===== src/rtl/ps2_pkg.sv =====
// PS/2 shared definitions: line-state enum, frame size and frame/parity helpers.
// Shared by the device transmitter and the host receiver.
package ps2_pkg;

    typedef enum logic [1:0] {
        ST_IDLE = 2'd0,
        ST_HIGH = 2'd1,
        ST_LOW  = 2'd2,
        ST_GAP  = 2'd3
    } ps2_state_e;

    localparam int PS2_FRAME_BITS = 11;

    // Odd parity: the parity bit makes the total count of ones in data+parity odd.
    function automatic logic ps2_odd_parity(input logic [7:0] d);
        return ~^d;
    endfunction

    // Frame image, bit 0 goes on the wire first: start, data LSB first, parity, stop.
    function automatic logic [PS2_FRAME_BITS-1:0] ps2_build_frame(input logic [7:0] d);
        return {1'b1, ps2_odd_parity(d), d, 1'b0};
    endfunction

endpackage


===== src/rtl/ps2_tx_fifo.sv =====
// Small synchronous FIFO holding scan-code bytes waiting for the transmitter.
// Push and pop may both occur in one cycle; a push while full is dropped.
module ps2_tx_fifo #(
    parameter int DEPTH = 4,
    parameter int WIDTH = 8
) (
    input  logic             clk,
    input  logic             rst,
    input  logic             push,
    input  logic [WIDTH-1:0] din,
    input  logic             pop,
    output logic [WIDTH-1:0] dout,
    output logic             empty,
    output logic             full
);

    localparam int AW = (DEPTH > 1) ? $clog2(DEPTH) : 1;
    localparam int CW = $clog2(DEPTH + 1);
    localparam logic [AW-1:0] LAST_PTR = AW'(DEPTH - 1);
    localparam logic [CW-1:0] FULL_CNT = CW'(DEPTH);

    logic [WIDTH-1:0] mem [DEPTH];
    logic [AW-1:0]    wr_ptr;
    logic [AW-1:0]    rd_ptr;
    logic [CW-1:0]    count;
    logic             do_push;
    logic             do_pop;

    assign empty   = (count == '0);
    assign full    = (count == FULL_CNT);
    assign do_push = push && !full;
    assign do_pop  = pop && !empty;
    assign dout    = mem[rd_ptr];

    // Storage array; contents are don't-care until written, so no reset.
    always_ff @(posedge clk) begin
        if (do_push) begin
            mem[wr_ptr] <= din;
        end
    end

    // Pointers and occupancy count.
    always_ff @(posedge clk or negedge rst) begin
        if (!rst) begin
            wr_ptr <= '0;
            rd_ptr <= '0;
            count  <= '0;
        end else begin
            if (do_push) begin
                wr_ptr <= (wr_ptr == LAST_PTR) ? '0 : wr_ptr + AW'(1);
            end
            if (do_pop) begin
                rd_ptr <= (rd_ptr == LAST_PTR) ? '0 : rd_ptr + AW'(1);
            end
            if (do_push && !do_pop) begin
                count <= count + CW'(1);
            end else if (do_pop && !do_push) begin
                count <= count - CW'(1);
            end
        end
    end

endmodule


===== src/rtl/ps2_device_tx.sv =====
// PS/2 device-side transmitter: serialises scan-code bytes into 11-bit frames,
// generating ps2_clk itself, with a forced idle gap between frames.
// Optional build macro PS2_TX_FIFO_EN adds a 4-entry input FIFO; without it the
// frame register is the only byte holding register and ready = ~busy.
//
// state   | meaning
// --------+-----------------------------------------------------------
// ST_IDLE | lines released high, waiting for a byte
// ST_HIGH | ps2_clk high phase of current bit; ps2_data set on entry
// ST_LOW  | ps2_clk low phase of current bit; ps2_data held
// ST_GAP  | lines high for GAP cycles before the next frame may start
module ps2_device_tx
    import ps2_pkg::*;
#(
    parameter int HALF_PERIOD = 8,
    parameter int GAP         = 16
) (
    input  logic       clk,
    input  logic       rst,
    input  logic [7:0] data_in,
    input  logic       valid,
    output logic       ready,
    output logic       ps2_clk,
    output logic       ps2_data,
    output logic       busy
);

    localparam logic [15:0] PH_LOAD  = 16'(HALF_PERIOD - 1);
    localparam logic [15:0] GAP_LOAD = 16'(GAP - 1);
    localparam logic [3:0]  LAST_BIT = 4'(PS2_FRAME_BITS - 1);

    ps2_state_e                state_q, state_d;
    logic [3:0]                bit_q, bit_d;
    logic [15:0]               phase_q, phase_d;
    logic [15:0]               gap_q, gap_d;
    logic [PS2_FRAME_BITS-1:0] frame_q, frame_d;
    logic                      init_q;

    logic       accept;
    logic       slot_open;
    logic       take;
    logic       ready_raw;
    logic       pending;
    logic [7:0] pend_byte;

    assign busy      = (state_q != ST_IDLE);
    assign ready     = init_q && ready_raw;
    assign accept    = valid && ready;
    assign slot_open = (state_q == ST_IDLE) || ((state_q == ST_GAP) && (gap_q == '0));
    assign take      = slot_open && pending;

`ifdef PS2_TX_FIFO_EN
    logic       fifo_push;
    logic       fifo_pop;
    logic [7:0] fifo_dout;
    logic       fifo_empty;
    logic       fifo_full;

    // An empty FIFO is bypassed when a frame can start at once, so the first
    // HIGH cycle still follows acceptance directly.
    assign pending   = !fifo_empty || accept;
    assign pend_byte = fifo_empty ? data_in : fifo_dout;
    assign fifo_pop  = take && !fifo_empty;
    assign fifo_push = accept && !(take && fifo_empty);
    assign ready_raw = !fifo_full;

    ps2_tx_fifo #(
        .DEPTH (4),
        .WIDTH (8)
    ) u_fifo (
        .clk   (clk),
        .rst   (rst),
        .push  (fifo_push),
        .din   (data_in),
        .pop   (fifo_pop),
        .dout  (fifo_dout),
        .empty (fifo_empty),
        .full  (fifo_full)
    );
`else
    assign pending   = accept;
    assign pend_byte = data_in;
    assign ready_raw = !busy;
`endif

    // Line outputs decode straight from registered state; data only moves with bit_q.
    assign ps2_clk  = (state_q != ST_LOW);
    assign ps2_data = ((state_q == ST_HIGH) || (state_q == ST_LOW)) ? frame_q[bit_q] : 1'b1;

    // State and counter registers; ready stays low until the first clock after reset.
    always_ff @(posedge clk or negedge rst) begin
        if (!rst) begin
            state_q <= ST_IDLE;
            bit_q   <= '0;
            phase_q <= '0;
            gap_q   <= '0;
            frame_q <= '1;
            init_q  <= 1'b0;
        end else begin
            state_q <= state_d;
            bit_q   <= bit_d;
            phase_q <= phase_d;
            gap_q   <= gap_d;
            frame_q <= frame_d;
            init_q  <= 1'b1;
        end
    end

    // Next-state logic: phase and gap timers count down to a terminal zero.
    always_comb begin
        state_d = state_q;
        bit_d   = bit_q;
        phase_d = phase_q;
        gap_d   = gap_q;
        frame_d = frame_q;
        case (state_q)
            ST_IDLE: begin
                if (take) begin
                    state_d = ST_HIGH;
                    bit_d   = '0;
                    phase_d = PH_LOAD;
                    frame_d = ps2_build_frame(pend_byte);
                end
            end
            ST_HIGH: begin
                if (phase_q == '0) begin
                    state_d = ST_LOW;
                    phase_d = PH_LOAD;
                end else begin
                    phase_d = phase_q - 16'd1;
                end
            end
            ST_LOW: begin
                if (phase_q == '0) begin
                    if (bit_q == LAST_BIT) begin
                        state_d = ST_GAP;
                        gap_d   = GAP_LOAD;
                        bit_d   = '0;
                    end else begin
                        state_d = ST_HIGH;
                        bit_d   = bit_q + 4'd1;
                        phase_d = PH_LOAD;
                    end
                end else begin
                    phase_d = phase_q - 16'd1;
                end
            end
            ST_GAP: begin
                if (gap_q == '0) begin
                    if (take) begin
                        state_d = ST_HIGH;
                        bit_d   = '0;
                        phase_d = PH_LOAD;
                        frame_d = ps2_build_frame(pend_byte);
                    end else begin
                        state_d = ST_IDLE;
                    end
                end else begin
                    gap_d = gap_q - 16'd1;
                end
            end
            default: begin
                state_d = ST_IDLE;
            end
        endcase
    end

endmodule


===== config.mk =====
export PLATFORM = sky130hd
export DESIGN_NAME = ps2_device_tx
export DESIGN_NICKNAME = d
export VERILOG_FILES = /design/src/rtl/ps2_pkg.sv /design/src/rtl/ps2_tx_fifo.sv /design/src/rtl/ps2_device_tx.sv
export SDC_FILE = /design/constraint.sdc
export NUM_CORES = 1
export LEC_CHECK = 0
export ABC_AREA = 1
export CAP_MARGIN = 20
export CORE_ASPECT_RATIO = 1.5
export CORE_UTILIZATION = 25
export DETAILED_ROUTE_END_ITERATION = 6
export PLACE_DENSITY = 0.41
export SLEW_MARGIN = 20
export SYNTH_ARGS = -nofsm -noshare
export SYNTH_HDL_FRONTEND = slang
export SYNTH_SLANG_ARGS = --single-unit
export TNS_END_PERCENT = 100

===== constraint.sdc =====
create_clock -name clk -period 2.95 [get_ports clk]
set_input_delay 0.59 -clock clk [delete_from_list [all_inputs] [get_ports clk]]
set_output_delay 0.59 -clock clk [all_outputs]
set_load 0.005 [all_outputs]

==> results of run 1 <==
## flip-flops by register name, indices dropped and copies added, names as in the netlist
signal,cells
bit_q,4
frame_q,10
gap_q,16
init_q,1
phase_q,16
state_q,2
## through the flow
step / hold slack [ns] / instances
after floorplan: 0.294 / 496
after global placement: 0.460 / 663
after detailed placement: 0.461 / 663
after CTS: 0.290 / 671
after global routing: 0.310 / 671
final: 0.272 / 671
## where the power goes
part / switching, mW / internal (mW) / total, mW / leakage (nW)
clock network: 0.267 / 0.391 / 0.658 / 0.0823
registers: 0.248 / 0.934 / 1.18 / 0.618
logic: 1.21 / 0.678 / 1.89 / 1.25
## critical path, stage by stage, from the launching register on
cell	delay, ns
dfrtp_1	0.54
inv_1	0.18
a21oi_1	0.16
o21ai_0	0.10
o211ai_1	0.09
nand3_1	0.09
nand2_1	0.09
clkdlybuf4s50_1	0.50
## logic make-up (layout without fill, tap and decap cells)
kind of cell / count (synthesis) / in the layout / share of synthesized area (%)
simple gates: 344 / 344 / 43.7
flops: 49 / 49 / 37.0
buf+inv: 48 / 64 / 6.16
compound gates: 22 / 22 / 3.51
xor+xnor: 22 / 22 / 5.75
fa+ha+maj: 10 / 10 / 3.74
other cells: 1 / 1 / 0.112
## final cells by class
type                            instances  area, µm²  share of cell area (%)
Inverter                               39        146                    3.84
Clock buffer                            8        168                    4.40
Multi-Input combinational cell        399       1900                    49.9
Sequential cell                        49       1240                    32.5
Timing Repair Buffer                   17        158                    4.13
Tap cell                              159        199                    5.22
## layout by cell type (no fill, tap or decap), drive strengths merged, types with 4 or more instances in the layout
master         synthesis  layout
nand2                214     214
nor2                  80      80
dfrtp                 39      39
inv                   39      39
nand3                 35      35
o21ai                 16      16
xor2                  13      13
clkdlybuf4s50          0      13
ha                    10      10
dfstp                 10      10
nand4                  9       9
xnor2                  9       9
clkbuf                 3       8
or2                    4       4
buf                    6       4
## layer usage
layer | wire length (µm) | vias to the layer above | GRT usage [%]
li1 | - | 1565 | -
met1 | 3500 | 1413 | 14.6
met2 | 4560 | 39 | 25.2
met3 | 143 | 7 | 2.06
met4 | 143 | 0 | 5.42
met5 | 0 | - | 0
## worst paths after layout
check / end / startpoint / cells after the start
worst max-delay path: ps2_data / bit_q[0] / 7
worst min-delay path: phase_q[11] / rst / 1
worst max register to register: gap_q[14] / state_q[0] / 7
worst min register to register: frame_q[9] / frame_q[9] / 2
max in group asynchronous: frame_q[4] / rst / 2
min in group clk: frame_q[9] / frame_q[9] / 2
==> summary.txt, run 1 <==
Final WL = 8340 µm
Minimum clock period = 2.63 ns
# fillers = 1488
Vias = 3024
Final worst setup slack = 0.315 ns
Worst VDD drop = 0.421 mV
Total power = 3.73 mW
# IOs = 15
CP Capture Type = output pin
FP Rows = 51
Root Buffer = clkbuf_16
Worst hold path type = in -> async
Port bufs = 14
CP Max Fanout = 11
Worst slack at placement = 0.650 ns
Placed Area = 3650 µm²
Leading area contributor after synthesis = dfrtp_1
First-pass GRT wire length = 14300 µm
Top cells by count, synth = nand2_1, nor2_1, dfrtp_1
Layout Area Growth over Synthesis = 13.9%
CTS Hold Bufs = 0
Clock Skews = 0.00557 ns
Worst EP required = 2.36 ns
Final Util = 29.3%
Post-route cell area = 3810 µm²
Core ar. = 13000 µm²
Initial antenna violation count = 0
Post-synth EDFFs = 0
CTS tree = built
Top-count cell post-synth = nand2_1
Die H = 144 µm
Reg2Reg Setup Slack = 0.94 ns
Fin crit share = 89.3%
Largest net degree at the start of global routing = 21
Post-route setup TNS = 0 ns
Die width = 96.5 µm
Synth top area share = 29.1%
Synth Register Bits = 49
Total die area = 13900 µm²
Clk Latency, worst-skew pair = 0.29 ns
Max-slew violations = 0
Leak pwr = 1.95 nW
PwrDens = 977 nW/µm²
Syn nets = 517
Vias in the first global route = 3011
Routed Antenna Nets = 0
Async SR Flop Fraction = 100%
WL/cell = 12.4 µm
Clk sink count = 49
DRC = 0
Dpl hpwl = 6320 µm
Critical Path AT = 2.04 ns
Yosys cell types = 29
Tot GR Track Use = 13.5%
H-tree depth = 2
Final setup fails = 0
Top cells by area, synth = dfrtp_1, nand2_1, dfstp_2, nor2_1, nand3_1
Vias per cell = 4.51
Mapped cell area = 3350 µm²
Seq/Total Area, Yosys = 37.0%
Crit path kind = reg -> out
Number of nets in the layout = 532
Post-Synthesis Cells = 496
Status = finished clean
Top FF cell, synth = dfrtp_1
Crit path launch type = flop
Fin. Hold Viols = 0
Initial Util = 25.7%
RSZ-0062 raised after global routing = false
Post-CTS Repair Setup Buffers = 0
Post-cts resize count = 0
Drt first pass iters = 5
N_diodes = 0
DR iter-0 viols = 86
Tightest Pin Transition = 0.542 ns
Syn Area/Cell = 6.75 µm²
Num CTS Buffers = 5
Layout cell share with drive strength beyond 1 = 9.38%
YS warnings = 0
Fmax = 380 MHz
Final Wtd Congestion = 0.810
Clock slew at reported path FFs = 0.07 ns
Clock Path Buffers = 2
Max Cap Violations = 0
GR Overflow Total = 0
Worst slew margin = 63.8%
No activity file was read; power rests on OpenSTA's default activity.
==> run 2, diff against run 1 <==
Settings changed: RECOVER_POWER set to 100.
Clock period 2.95 ns to 3.4 ns, I/O delays scaled along.
==> run 2 against run 1 <==
Effect of this change:
- the flow now finishes with violations (max-capacitance violations, max-slew violations)
- sequential share of layout area is 0.67 points higher
- global-route usage is 0.086 points lower
- critical path depth stayed put
- sequential power is 14% lower
- routed wire length is 0.71% lower
==> summary.txt, run 2 (synthesis gave the netlist of run 1 again) <==
Vias per cell = 4.45
Minimum clock period = 2.88 ns
Tot GR Track Use = 13.4%
Layout Area Growth over Synthesis = 11.5%
Most common cell after layout, fill and taps aside = nand2_1
Initial Util = 25.7%
Clock slew at reported path FFs = 0.07 ns
Final WL = 8280 µm
DR iter-0 viols = 80
Dpl hpwl = 6140 µm
Biggest regs = gap_q (16), phase_q (16), frame_q (10)
R2R depth = 8
Die H = 144 µm
Fin. Hold Viols = 0
Max-slew violations = 32
DRC = 0
Internal power = 1.64 mW
Leak pwr = 1.93 nW
Vias in the first global route = 2962
CP Capture Type = output pin
Clk sink count = 49
Clock power frac = 17.0%
Combinational power share = 50.0%
RSZ-0062 raised after global routing = false
Placed Area = 3630 µm²
N_diodes = 0
Worst VDD drop = 0.292 mV
Reg power frac = 33.0%
Vias = 2977
PwrDens = 829 nW/µm²
CP Max Fanout = 11
CTS Hold Bufs = 0
Num CTS Buffers = 5
Clock Path Buffers = 2
End of the critical path = ps2_data
Clk Latency, worst-skew pair = 0.29 ns
Layout cell share with drive strength beyond 1 = 6.67%
# IOs = 15
Most frequent cells in the layout = nand2_1, nor2_1, dfrtp_1, inv_1, nand3_1
Number of nets in the layout = 530
Total power = 3.10 mW
Fin crit share = 84.6%
Switching Fraction = 46.9%
Fmax = 348 MHz
Crit path kind = reg -> out
Worst r2r src = gap_q[0]
Initial antenna violation count = 0
H-tree depth = 2
Max Cap Violations = 1
Tightest Pin Transition = 1.86 ns
Switch Pwr = 1.45 mW
Critical Path AT = 2.20 ns
Routed Antenna Nets = 0
Post-cts resize count = 0
Final Wtd Congestion = 0.795
Post-CTS Repair Setup Buffers = 0
Die width = 96.5 µm
Port bufs = 14
First-pass GRT wire length = 14200 µm
Post-route setup TNS = 0 ns
CTS tree = built
Reg2Reg Setup Slack = 0.86 ns
Final Util = 28.7%
Root Buffer = clkbuf_16
Worst slew margin = -23.7%
Total die area = 13900 µm²
Status = finished, violations left
Reg-to-reg endpoint = phase_q[0]
Largest net degree at the start of global routing = 32
Worst EP required = 2.72 ns
Worst hold path type = reg -> reg
Drt first pass iters = 4
Critical Path Start = bit_q[0]
Final setup fails = 0
Core ar. = 13000 µm²
Post-route cell area = 3740 µm²
GR Overflow Total = 0
FP Rows = 51
Failing checks = max-capacitance violations, max-slew violations
WL/cell = 12.4 µm
Crit path launch type = flop
Clock Skews = 0.00703 ns
## run 2: routing by layer
| metal | track usage, % | share of wire (%) | vias to the layer above |
|---|---|---|---|
| li1 | - | - | 1560 |
| met4 | 6.04 | 2.3 | 0 |
| met2 | 24.1 | 53 | 38 |
| met3 | 1.90 | 1.9 | 10 |
| met5 | 0 | 0 | - |
| met1 | 15.1 | 43 | 1369 |
## run 2: stage by stage
stage	hold WS (ns)	std cells	setup slack, ns
2_1_floorplan	0.384	496	1.71
3_3_place_gp	0.453	661	0.904
3_5_place_dp	0.458	661	0.898
4_1_cts	0.471	669	0.563
5_1_grt	0.480	669	0.252
6_report	0.467	669	0.525
## run 2: worst min path at each step
stage	start	end	slack [ns]	cells after the start
global placement	frame_q[0]	frame_q[0]	0.45	2
floorplan	rst	bit_q[0]	0.38	0
CTS	frame_q[4]	frame_q[4]	0.47	2
finish	frame_q[4]	frame_q[4]	0.47	2
global route	frame_q[3]	frame_q[3]	0.48	2
detailed placement	frame_q[3]	frame_q[3]	0.46	2
## run 2: critical path: stages (launching register included)
cell	delay, ns
dfrtp_1	0.56
inv_1	0.20
a21oi_1	0.15
o21ai_0	0.11
o211ai_1	0.11
nand3_1	0.12
nand2_1	0.08
dlygate4sd3_1	0.57
## run 2: power by group through the flow
stage	combinational (mW)	clock [mW]	sequential [mW]
floorplan	1.31	0	0.957
global placement	1.63	0	1.03
detailed placement	1.63	0	1.04
CTS	1.64	0.556	1.03
global route	1.82	0.573	1.06
finish	1.55	0.526	1.02
## run 2: cell type report
class	instances	area [µm²]
sequential	49	1240
inverter	39	146
clock inverter	2	8.76
timing repair buffer	15	138
multi-input combinational	399	1870
clock buffer	6	139
tap	159	199
fill	1531	9280
==> run 3, diff against run 2 <==
Clock period 3.4 ns to 2.7 ns, I/O delays scaled along.
==> run 3 against run 2 <==
Effect of this change:
- worst hold slack got worse by 0.045 ns
- sequential cell count did not move
- routed wire length barely moved
- the run now ends clean
- final area rose by 1.0%
- combinational power rose by 28%
- largest power group unchanged
==> summary.txt, run 3 (synthesis gave the netlist of run 1 again) <==
DRC = 0
Clk Latency, worst-skew pair = 0.30 ns
Die H = 144 µm
Dpl hpwl = 6360 µm
Final setup fails = 0
RSZ-0062 raised after global routing = false
H-tree depth = 2
Post-CTS Repair Setup Buffers = 0
Critical Path Start = state_q[0]
Worst slew margin = 27.9%
Drt first pass iters = 4
Post-route setup TNS = 0 ns
CP Max Fanout = 6
Num CTS Buffers = 5
Internal power = 2.12 mW
CP Capture Type = output pin
Critical Path AT = 1.95 ns
Clock power frac = 17.3%
Combinational power share = 50.0%
Switch Pwr = 1.85 mW
Crit path kind = reg -> out
Reg-to-reg endpoint = gap_q[13]
R2R depth = 10
Top Usage Layer GRT = met2
Minimum clock period = 2.49 ns
Total power = 3.97 mW
N_diodes = 0
Largest net degree at the start of global routing = 21
FP Rows = 51
Reg2Reg Setup Slack = 0.32 ns
Layout cell share with drive strength beyond 1 = 7.62%
Layout Area Growth over Synthesis = 12.7%
Clk sink count = 49
Biggest regs = gap_q (16), phase_q (16), frame_q (10)
Tightest Pin Transition = 1.08 ns
Initial Util = 25.7%
Reg power frac = 32.7%
Die width = 96.5 µm
Total die area = 13900 µm²
Leak pwr = 1.94 nW
WL/cell = 12.4 µm
Status = finished clean
# IOs = 15
Crit path launch type = flop
Max Cap Violations = 0
Clock slew at reported path FFs = 0.07 ns
Most frequent cells in the layout = nand2_1, nor2_1, inv_1, dfrtp_1, nand3_1
Critical Path Most Common Cell = inv_1
CP bufs+invs = 3
Fin crit share = 92.2%
Root Buffer = clkbuf_16
Port bufs = 14
Fin. Hold Viols = 0
DR iter-0 viols = 86
Vias per cell = 4.42
Number of nets in the layout = 532
Max stage delay on crit path = 0.61 ns
GR Overflow Total = 0
Final Wtd Congestion = 0.787
Vias in the first global route = 2997
PwrDens = 1050 nW/µm²
Worst hold path type = in -> async
First-pass GRT wire length = 14200 µm
Tot GR Track Use = 13.5%
Max-slew violations = 0
M1 GR Usage = 14.6%
CTS tree = built
Switching Fraction = 46.6%
GRT met2 Usage = 25.7%
Crit path max-delay family = buffers and inverters
Worst EP required = 2.16 ns
Fmax = 402 MHz
Vias = 2965
Most common cell after layout, fill and taps aside = nand2_1
Routed Antenna Nets = 0
Initial antenna violation count = 0
# fillers = 1483
Slowest CP cell = dlygate4sd3_1
Clock Path Buffers = 2
Final WL = 8290 µm
Clock Skews = 0.00428 ns
Worst VDD drop = 0.416 mV
Worst hold slack = 0.422 ns
Core ar. = 13000 µm²
GR Util met3 = 1.43%
Critical-path cell list = inv_1 -> ha_1 -> inv_1 -> dlygate4sd3_1
Worst r2r src = phase_q[0]
## run 3: power groups by stage
stage / Sequential, mW / Clock, mW / Combinational [mW]
CTS: 1.30 / 0.717 / 2.10
finish: 1.30 / 0.687 / 1.99
global route: 1.34 / 0.738 / 2.34
detailed placement: 1.31 / 0 / 2.09
floorplan: 1.20 / 0 / 1.65
global placement: 1.31 / 0 / 2.08
## run 3: what timing repair did
| item | in CTS | in global routing |
|---|---|---|
| hold buffers | 0 | 0 |
| gates resized for setup | 0 | 1 |
| endpoints found under the setup margin | 0 | 1 |
## run 3: worst max path at each step
stage / to / slack (ns) / cells after the start
floorplan: gap_q[12] / 1.05 / 11
global placement: ps2_data / 0.50 / 7
detailed placement: ps2_data / 0.45 / 7
CTS: ps2_data / 0.12 / 7
global route: gap_q[13] / 0.06 / 10
finish: ps2_clk / 0.21 / 4
## run 3: per-layer routing
| metal | wire length, µm | vias up |
|---|---|---|
| met3 | 120 | 6 |
| met5 | 0 | - |
| met2 | 4560 | 26 |
| li1 | - | 1568 |
| met4 | 161 | 0 |
| met1 | 3450 | 1365 |
## run 3: cell type report
type / instances / area [µm²] / share of cell area, %
clock buffers: 7 / 153 / 4.05
clock inverters: 1 / 5.00 / 0.133
inverters: 39 / 146 / 3.88
multi-input cells: 399 / 1880 / 49.9
flip-flops and latches: 49 / 1240 / 32.9
well taps: 159 / 199 / 5.27
repair buffers: 17 / 146 / 3.88
## run 3: metrics by stage
step | std cells | util, % | setup slack [ns] | instance area [µm²]
finish | 671 | 29.0 | 0.211 | 3770
global placement | 663 | 28.0 | 0.498 | 3650
global route | 671 | 29.0 | 0.0622 | 3770
CTS | 671 | 29.2 | 0.116 | 3800
detailed placement | 663 | 28.0 | 0.451 | 3650
floorplan | 496 | - | 1.05 | 3350
